### config.mk
export PLATFORM = sky130hd
export DESIGN_NAME = regfile_write_queue
export DESIGN_NICKNAME = d
export VERILOG_FILES = /design/src/rtl/regfile_write_queue.sv
export SDC_FILE = /design/constraint.sdc
export NUM_CORES = 1
export LEC_CHECK = 0
export BUFFER_PORTS_ARGS = -buffer_cell sky130_fd_sc_hd__clkbuf_2
export CORE_UTILIZATION = 53
export DETAILED_ROUTE_END_ITERATION = 16
export GPL_TIMING_DRIVEN = 0
export PLACE_DENSITY = 0.79
export REMOVE_ABC_BUFFERS = 1
export SLEW_MARGIN = 20
export SYNTH_ARGS = -nofsm -noshare
export SYNTH_HDL_FRONTEND = slang
export SYNTH_SLANG_ARGS = --single-unit
### constraint.sdc
create_clock -name clock -period 2.9 [get_ports clock]
set_input_delay 0.145 -clock clock [delete_from_list [all_inputs] [get_ports clock]]
set_output_delay 0.145 -clock clock [all_outputs]
set_load 0.1 [all_outputs]
### src/rtl/regfile_write_queue.sv
// In-order writeback queue in front of the register-file write port; absorbs wr_stall cycles.
// Optional read-port bypass of pending writes is enabled by defining REGFILE_WQ_BYPASS_EN.
module regfile_write_queue #(
  parameter int DEPTH = 4,
  parameter int AW    = 5,
  parameter int DW    = 32
) (
  input  logic                     clock,
  input  logic                     reset,
  input  logic                     in_valid,
  output logic                     in_ready,
  input  logic [AW-1:0]            in_addr,
  input  logic [DW-1:0]            in_data,
  input  logic                     wr_stall,
  output logic                     write_enable,
  output logic [AW-1:0]            address_d,
  output logic [DW-1:0]            data_dval,
  output logic [$clog2(DEPTH):0]   count,
  input  logic [AW-1:0]            address_s1,
  input  logic [AW-1:0]            address_s2,
  output logic                     byp_s1_hit,
  output logic [DW-1:0]            byp_s1_data,
  output logic                     byp_s2_hit,
  output logic [DW-1:0]            byp_s2_data
);

  localparam int PW = $clog2(DEPTH);
  localparam int CW = PW + 1;

  // Handshake: a request transfers on a rising edge where in_valid && in_ready.
  // in_ready depends only on count, never on in_valid or wr_stall.

  logic [AW-1:0] mem_addr [DEPTH];
  logic [DW-1:0] mem_data [DEPTH];
  logic [PW-1:0] rd_ptr;
  logic [PW-1:0] wr_ptr;
  logic          empty;
  logic          push;
  logic          pop;

  assign empty    = (count == '0);
  assign in_ready = (count != CW'(DEPTH));
  // Writes to $zero complete the handshake but are dropped.
  assign push     = in_valid && in_ready && (in_addr != '0);
  assign pop      = write_enable;

  always_comb begin
    write_enable = 1'b0;
    address_d    = '0;
    data_dval    = '0;
    if (!reset && !empty) begin
      write_enable = !wr_stall;
      address_d    = mem_addr[rd_ptr];
      data_dval    = mem_data[rd_ptr];
    end
  end

  always_ff @(posedge clock) begin
    if (reset) begin
      rd_ptr <= '0;
      wr_ptr <= '0;
      count  <= '0;
    end else begin
      if (push) begin
        wr_ptr <= wr_ptr + 1'b1;
      end
      if (pop) begin
        rd_ptr <= rd_ptr + 1'b1;
      end
      case ({push, pop})
        2'b10:   count <= count + 1'b1;
        2'b01:   count <= count - 1'b1;
        default: count <= count;
      endcase
    end
  end

  always_ff @(posedge clock) begin
    if (push) begin
      mem_addr[wr_ptr] <= in_addr;
      mem_data[wr_ptr] <= in_data;
    end
  end

`ifdef REGFILE_WQ_BYPASS_EN
  // Walk from head to tail so the youngest matching entry wins.
  always_comb begin
    byp_s1_hit  = 1'b0;
    byp_s1_data = '0;
    byp_s2_hit  = 1'b0;
    byp_s2_data = '0;
    if (!reset) begin
      for (int i = 0; i < DEPTH; i++) begin
        if (CW'(i) < count) begin
          if (address_s1 != '0 && mem_addr[rd_ptr + PW'(i)] == address_s1) begin
            byp_s1_hit  = 1'b1;
            byp_s1_data = mem_data[rd_ptr + PW'(i)];
          end
          if (address_s2 != '0 && mem_addr[rd_ptr + PW'(i)] == address_s2) begin
            byp_s2_hit  = 1'b1;
            byp_s2_data = mem_data[rd_ptr + PW'(i)];
          end
        end
      end
    end
  end
`else
  logic unused_read_addr;
  assign unused_read_addr = ^{address_s1, address_s2};
  assign byp_s1_hit  = 1'b0;
  assign byp_s1_data = '0;
  assign byp_s2_hit  = 1'b0;
  assign byp_s2_data = '0;
`endif

endmodule
# Word level (Yosys, flattened, before mapping)
# Memory sizes are Yosys's and may differ from the RTL's. A register that Yosys moved wholly into a read port is not among the register bits.
# Cells that the tools add are included.
# word_totals
ff_bits,7
mem_bits_rw,148
input_bits,51
out_inout_bits,108
elab_cells,31
mem_count,2
# op_classes
n_addsub,4
n_eq_ne,3
muxes,10
n_reduce_logical,9
# memory_table
memory,words,width,rd,rd_ports_with_merged_regs,write_ports,line_no,rtl
mem_data,4,32,1,1,1,34,logic [DW-1:0] mem_data [DEPTH];
mem_addr,4,5,1,1,1,33,logic [AW-1:0] mem_addr [DEPTH];
# op_table
operator,count
$mux 32,1
$mux 2,4
$pmux 3 s2,1
$mux 5,1
$reduce_bool 5->1,1
$add 2x1->2 const B,2
$add 3x1->3 const B,1
$logic_and 1x1->1,3
$logic_not 1->1,3
$logic_not 3->1,1
$mux 1,3
$ne 3x3->1 const B,1
$sub 3x1->3 const B,1
$eq 2x1->1 const B,1
$eq 2x2->1 const B,1
$reduce_bool 2->1,1

# Depth between registers and ports, before layout
# Gate-level depths: netlist of run 1.
# logic_depth
ltp_word,6
depth_mapped,9
mapped_depth_nobuf,8

# Worst setup path before layout of run 1
# OpenSTA, ideal clock, no wires.
# synth_path
path_type,reg-to-reg
start,register count[0]
end,register count[2]
setup_time_ns,0.070
arrival_ns,4.106
required_ns,2.830
path_slack_ns,-1.277
path_stages_with_launch,10
path_buffers,1
synth_period_minus_slack_ns,4.177
path_cell_list,dfxtp_1 -> nor3_1 -> or2_2 -> clkbuf_1 -> nor2_1 -> ha_1 -> fa_1 -> xnor2_1 -> or3_1 -> a21oi_1
# synth_via
elab_chain_cells,6
word_cells_on_any_way,13
cone_classes,add/sub: 2; eq/ne: 3; mux: 2; reduce/logical: 6
# synth_rtl
element,line_no,rtl
"start, declared",18,"output logic [$clog2(DEPTH):0] count,"
"start signal, assigned",71,2'b10: count <= count + 1'b1;
"start signal, assigned",72,2'b01: count <= count - 1'b1;
"start signal, assigned",73,default: count <= count;
$logic_not 3->1 (*),41,assign empty = (count == '0);
$logic_not 1->1 (*),51,if (!reset && !empty) begin
$logic_and 1x1->1 (*),51,
$mux 1 (*),51,
via write_enable,15,"output logic write_enable,"
$eq 2x1->1 or $eq 2x2->1 (tied branches),70,"case ({push, pop})"
$pmux 3 s2 or $reduce_bool 2->1 (tied branches),-,
# The timed path passes the listed nets; every way through them passes the cells marked *.
# A chain may end at the register's enable or synchronous reset.

# Worst setup path in the final report of run 1
# layout_path
start,register count[2]
end,register count[2]
# layout_via
elab_chain_cells,6
word_cells_on_any_way,13
cone_classes,add/sub: 2; eq/ne: 3; mux: 2; reduce/logical: 6
# layout_rtl
element,line_no
$logic_not 3->1,41
$logic_not 1->1,51
$logic_and 1x1->1,51
$mux 1,51
$eq 2x1->1 or $eq 2x2->1 (tied branches),70
$pmux 3 s2 or $reduce_bool 2->1 (tied branches),-
# Several ways; a longest one is shown, not always the timed one.

==> run metrics, run 1 <==
status=completed; grt total ovfl=0; Hold Crit Start=reset; postcts setup bufs=0; Critical Path Start Type=flip-flop; area fraction in compound gates after synthesis=0.836%; Worst Setup SP=count[2]$_SDFFE_PP0P_; Initial Util=54.6%; Final Util=65.5%; RePlAce Congestion=0.696; Slew Viols, Final=0; worst rel slew slack=31.0%; CTS Root Cell=clkbuf_16; syn avg cell area=18.7 um2; die width=113 um; share of cells above drive strength 1=32.5%; Final Power=7.07 mW; largest net degree at the start of global routing=39; RSZ-0062 raised after global routing=false; CTS H-tree depth=4; Clock transition at path regs=60 ps; Synth area leader=edfxtp_1; hold endpoint=count[2]$_SDFFE_PP0P_; IO Pins=159; arrival time worst endpoint=2960 ps; Routed Wire Length=11.1 mm; Critical Path End Type=flip-flop; slew at the pin with the worst max-slew slack=1040 ps; DR pass1 iterations=4; asr flop ratio synth=0%; post-route ant nets=0; main combinational cell family by area after synthesis=multiplexers; Num CTS Buffers=17; clock sink count=157; Max FO, Critical Path=19; initial antenna violation count=0; min Tclk post-route=2620 ps; reg-to-reg startpoint=count[2]$_SDFFE_PP0P_; Hold Path Stages=2; via count of the routed design=3254; Ant. Diodes=0; PortBufs=82; fmax=382 MHz; EDFF count, synth=148; register bit count reported by yosys=157; vias in the first global route=3298; Overall Global Routing Usage=18.0%; DR DRC count=0; DIE AREA=0.0129 mm2; first-pass GRT wire length=17.0 mm; Netlist cell types=29; Peak VDD IR=831 uV; post-synthesis mux area share=13.2%; Hold Vio Cnt, Final=0; fraction of the mapped netlist area in adder cells=1.25%; YS warnings=0; Core Region=0.0121 mm2; CTS tree=yes; Nets=536; Layout Skew=7.46 ps; ranking of synthesized cells by area=edfxtp_1, mux4_2, buf_4, nor2b_1, dfxtp_1; top-area cell type share of the netlist area=67.5%; RR Endpoint=count[2]$_SDFFE_PP0P_; Routed wire per std cell=16.8 um; simple-gate share of the synthesized area=5.36%; Leak=2.87 nW; area delta synth->final=19.9%; PwrDens=895 mW/mm2; Syn Inst Count=352; worst hold-check path type=input port to flip-flop; vias per cell=4.93; prevailing post-synth register cell=edfxtp_1; Clk Latency, worst-skew pair=400 ps; Worst Reg-to-Reg Cells=8; FP Rows=40; post-synthesis xor/xnor area fraction=0.266%; fin crit share=90.4%; fillers=815; drt initial violations=155; DPL Wire Length=6.10 mm; crit path kind=flip-flop to flip-flop; Syn Std Cell Area=0.00659 mm2; Max Cap Viol=0; Required @ worst endpoint=3240 ps; R2R Setup Slk=280 ps; sequential element share of the synthesized area=70.2%; endpoints failing setup=0; Die Height=113 um; Bufs on Longest Clock Path=2
-- layout make-up --
| type | instances | area (um2) | area share (%) |
|---|---|---|---|
| Clock buffer | 21 | 440 | 5.58 |
| Clock inverter | 11 | 144 | 1.82 |
| Inverter | 4 | 15.0 | 0.190 |
| Multi-Input combinational cell | 178 | 1640 | 20.7 |
| Sequential cell | 157 | 4630 | 58.6 |
| Tap cell | 168 | 210 | 2.66 |
| Timing Repair Buffer | 121 | 821 | 10.4 |
-- report_power, final --
group	switching (mW)	total, mW	internal (mW)
sequential	0.0839	2.74	2.65
combinational	1.68	2.16	0.480
clock	0.824	2.17	1.35
total	2.58	7.07	4.48
-- layout by cell type (no fill, tap or decap), types with 3 or more instances in the layout --
master,count
dfxtp_1,7
clkbuf_2,82
ha_1,5
and2b_1,7
a21oi_1,4
nor2_1,5
edfxtp_1,148
mux4_2,37
inv_1,4
and2_2,4
conb_1,66
clkbuf_16,17
clkbuf_1,4
nor2b_1,30
dlygate4sd3_1,37
clkinvlp_4,5
bufinv_16,3
-- synthesized netlist by cell type, types with 2 or more instances --
cell / count
or3_1: 2
dfxtp_1: 9
and2b_1: 7
nand2b_1: 2
ha_1: 5
o21ai_0: 2
a21oi_1: 4
and2_2: 4
buf_4: 70
edfxtp_1: 148
buf_2: 6
mux4_2: 37
nor2b_1: 30
inv_1: 4
clkbuf_1: 3
mux2i_1: 2
nor2_1: 5
-- metal layers --
layer	part of all wire (%)	track usage, %	vias to the layer above
met4	0.71	5.35	0
met1	44	21.9	1658
met5	0	0	-
met2	52	31.5	123
met3	3.4	4.73	8
li1	-	-	1465
-- worst max path at each step --
stage | endpoint
finish | count[2]$_SDFFE_PP0P_
global route | count[2]$_SDFFE_PP0P_
CTS | count[2]$_SDFFE_PP0P_
detailed placement | count[2]$_SDFFE_PP0P_
global placement | address_d[3]
floorplan | count[2]$_SDFFE_PP0P_
-- per-stage QoR --
stage / setup WS (ps) / hold slack, ps / setup TNS (ps) / std cells / cell area (um2)
after floorplan: -1330 / 214 / -26750 / 338 / 6260
after global placement: -800 / 359 / -28280 / 588 / 6880
after detailed placement: -160 / 368 / -160 / 590 / 6930
after CTS: 66.4 / 44.0 / 0 / 659 / 7890
after global routing: 157 / 95.3 / 0 / 660 / 7900
final: 279 / 101 / 0 / 660 / 7900
-- flip-flops by register name, indices dropped and copies added (netlist names), named ones only --
| register | count |
|---|---|
| count | 3 |
| wr_ptr | 2 |
| rd_ptr | 2 |
| mem_data | 128 |
| mem_addr | 20 |
-- worst max-delay path: stages, from the launching register on --
cell and delay [ps]:
dfxtp_1 350, nor3_2 450, or2_4 400, nor2_1 110, ha_1 250, fa_1 380, xnor2_1 150, or3_1 310
a21oi_1 140
-- logic make-up after synthesis --
| group | after synthesis |
|---|---|
| multiplexers | 40 |
| AO/OA/AOI/OAI | 8 |
| XOR/XNOR | 2 |
| adder cells (fa/ha/maj) | 6 |
| flip-flops | 157 |
| other | 1 |
| AND/OR/NAND/NOR | 55 |
| buffers and inverters | 83 |
-- what timing repair did --
item	CTS	global route
hold buffers	37	0
gates resized for setup	1	1
gates cloned	0	1
hold endpoints to repair	148	0
pin swaps	0	1
setup endpoints to repair	1	1
(Power assumes the default switching activity.)
==> run 2, diff against run 1 <==
==> constraint.sdc (replaced) <==
create_clock -name clock -period 2.9 [get_ports clock]
set_input_delay 0.145 -clock clock [delete_from_list [all_inputs] [get_ports clock]]
set_output_delay 0.145 -clock clock [all_outputs]
set_load 0.005 [all_outputs]
==> run 2 against run 1 <==
Worst hold slack unchanged. Sequential share of layout area stayed put. First-iteration DRC count rose by 4.5%. Clock power about the same. Cell area unchanged. Critical endpoint unchanged. Largest cell class unchanged. Global-route usage did not move. Non-clock buffer count did not move. Power shrank 17%. Register-to-register slack barely moved. Via count about the same.
==> run metrics, run 2 (same netlist as run 1, synthesis figures left out) <==
status=completed; vias in the first global route=3298 (unchanged); largest reg by FF count=mem_data; critical path's top delay family=simple AND/OR/NAND/NOR gates; min Tclk post-route=2620 ps (-1.05 ps); Required @ worst endpoint=3240 ps (about the same); Initial Util=54.6% (unchanged); Critical Path Start Type=flip-flop; Max Cap Viol=0 (unchanged); drt initial violations=162 (+4.5%); clock sink count=157 (unchanged); IO Pins=159 (unchanged); hold endpoint=count[2]$_SDFFE_PP0P_; RSZ-0062 raised after global routing=false; slew at the pin with the worst max-slew slack=1040 ps (+6.75 ps); PortBufs=82 (unchanged); endpoints failing setup=0 (unchanged); Buf+Inv Stages, Crit Path=0 (unchanged); Routed Wire Length=11.1 mm (+0.12%); Critical Path End Type=flip-flop; commonest non-fill, non-tap cell in the layout=edfxtp_1; fmax=382 MHz (about the same); fin crit share=90.3% (about the same); Slew Viols, Final=0 (unchanged); arrival time worst endpoint=2960 ps (about the same); Hold Vio Cnt, Final=0 (unchanged); DPL Wire Length=6.10 mm (unchanged); R2R Setup Slk=280 ps (about the same); area delta synth->final=19.9% (unchanged); hold slack final=101 ps (unchanged); Core Region=0.0121 mm2 (unchanged); final instance area=0.00790 mm2 (unchanged); DR DRC count=0 (unchanged); worst hold-check path type=input port to flip-flop; Worst Reg-to-Reg Cells=8 (unchanged); share of cells above drive strength 1=32.5% (unchanged); Leak=2.87 nW (unchanged); post-route ant nets=0 (unchanged); crit path kind=flip-flop to flip-flop; Top Registers=mem_data x128, mem_addr x20, count x3; die width=113 um (unchanged); DIE AREA=0.0129 mm2 (unchanged); Clk Latency, worst-skew pair=400 ps (about the same); Num CTS Buffers=17 (unchanged); Bufs on Longest Clock Path=2 (unchanged); CTS Root Cell=clkbuf_16; Peak VDD IR=446 uV (-46%); DR pass1 iterations=4 (unchanged); most frequent cells in the layout=edfxtp_1, clkbuf_2, conb_1, mux4_2, dlygate4sd3_1; first-pass GRT wire length=17.0 mm (unchanged); largest net degree at the start of global routing=39 (unchanged); TNS Setup=0 ps (unchanged); dpl cell area=0.00693 mm2 (unchanged); Die Height=113 um (unchanged); CTS tree=yes; Nets=536 (unchanged); PwrDens=739 mW/mm2 (-17%); RePlAce Congestion=0.696 (unchanged); grt total ovfl=0 (unchanged); reg-to-reg startpoint=count[2]$_SDFFE_PP0P_; Worst Setup SP=count[2]$_SDFFE_PP0P_; Layout Skew=7.47 ps (+0.0108 ps); Hold Crit Start=reset; CTS H-tree depth=4 (unchanged); CP max stage cell=nor3_2; Routed wire per std cell=16.8 um (+0.12%); Overall Global Routing Usage=18.0% (unchanged); FP Rows=40 (unchanged); Max FO, Critical Path=19 (unchanged); via count of the routed design=3252 (-0.061%); Clock transition at path regs=60 ps (about the same); initial antenna violation count=0 (unchanged); Ant. Diodes=0 (unchanged); worst rel slew slack=30.5% (-0.45 points); max FFs per register=128 (unchanged); crit path cell chain=nor3_2, or2_4, nor2_1, ha_1, fa_1, xnor2_1, or3_1, a21oi_1; Hold Path Stages=2 (unchanged); vias per cell=4.93 (about the same); Final Power=5.84 mW (-17%); slowest stage delay, CP=450 ps (about the same); RR Endpoint=count[2]$_SDFFE_PP0P_
[run 2: worst max path at each step]
stage / to / cells after the start
after floorplan: address_d[4] / 2
after global placement: address_d[3] / 3
after detailed placement: count[2]$_SDFFE_PP0P_ / 8
after CTS: count[2]$_SDFFE_PP0P_ / 8
after global routing: count[2]$_SDFFE_PP0P_ / 8
final: count[2]$_SDFFE_PP0P_ / 8
[run 2: worst reg2reg max path, cell delays in order, from the launching register on]
cell and delay [ps]:
dfxtp_1 350, nor3_2 450, or2_4 400, nor2_1 110, ha_1 250, fa_1 380, xnor2_1 150, or3_1 320
a21oi_1 140
[run 2: through the flow]
step / util, % / setup slack, ps / std cells
3_3_place_gp: 57.1 / -540 / 588
3_5_place_dp: 57.4 / -160 / 590
4_1_cts: 65.4 / 66.4 / 659
5_1_grt: 65.5 / 157 / 660
2_1_floorplan: - / 299 / 338
6_report: 65.5 / 280 / 660
[run 2: repair_timing]
item,CTS,global route
pin swaps,0,1
gates cloned,0,1
resized for setup,1,1
hold buffers,37,0
setup endpoints to repair,1,1
endpoints found under the hold margin,148,0
setup buffers,0,0
[run 2: metal layers]
metal	routed length (um)	global-route usage, %	up-vias
met5	0	0	-
met4	78	5.35	0
met3	374	4.73	8
met2	5780	31.5	123
met1	4840	21.9	1656
li1	-	-	1465
[run 2: final cells by class]
cell class / count / area (um2)
tap: 168 / 210
multi-input combinational: 178 / 1640
timing repair buffer: 121 / 821
fill: 815 / 4160
inverter: 4 / 15.0
sequential: 157 / 4630
clock inverter: 11 / 144
clock buffer: 21 / 440
[run 2: power breakdown]
group / switching, mW / internal, mW / total, mW
sequential: 0.0840 / 2.65 / 2.74
clock: 0.824 / 1.35 / 2.17
combinational: 0.447 / 0.481 / 0.928
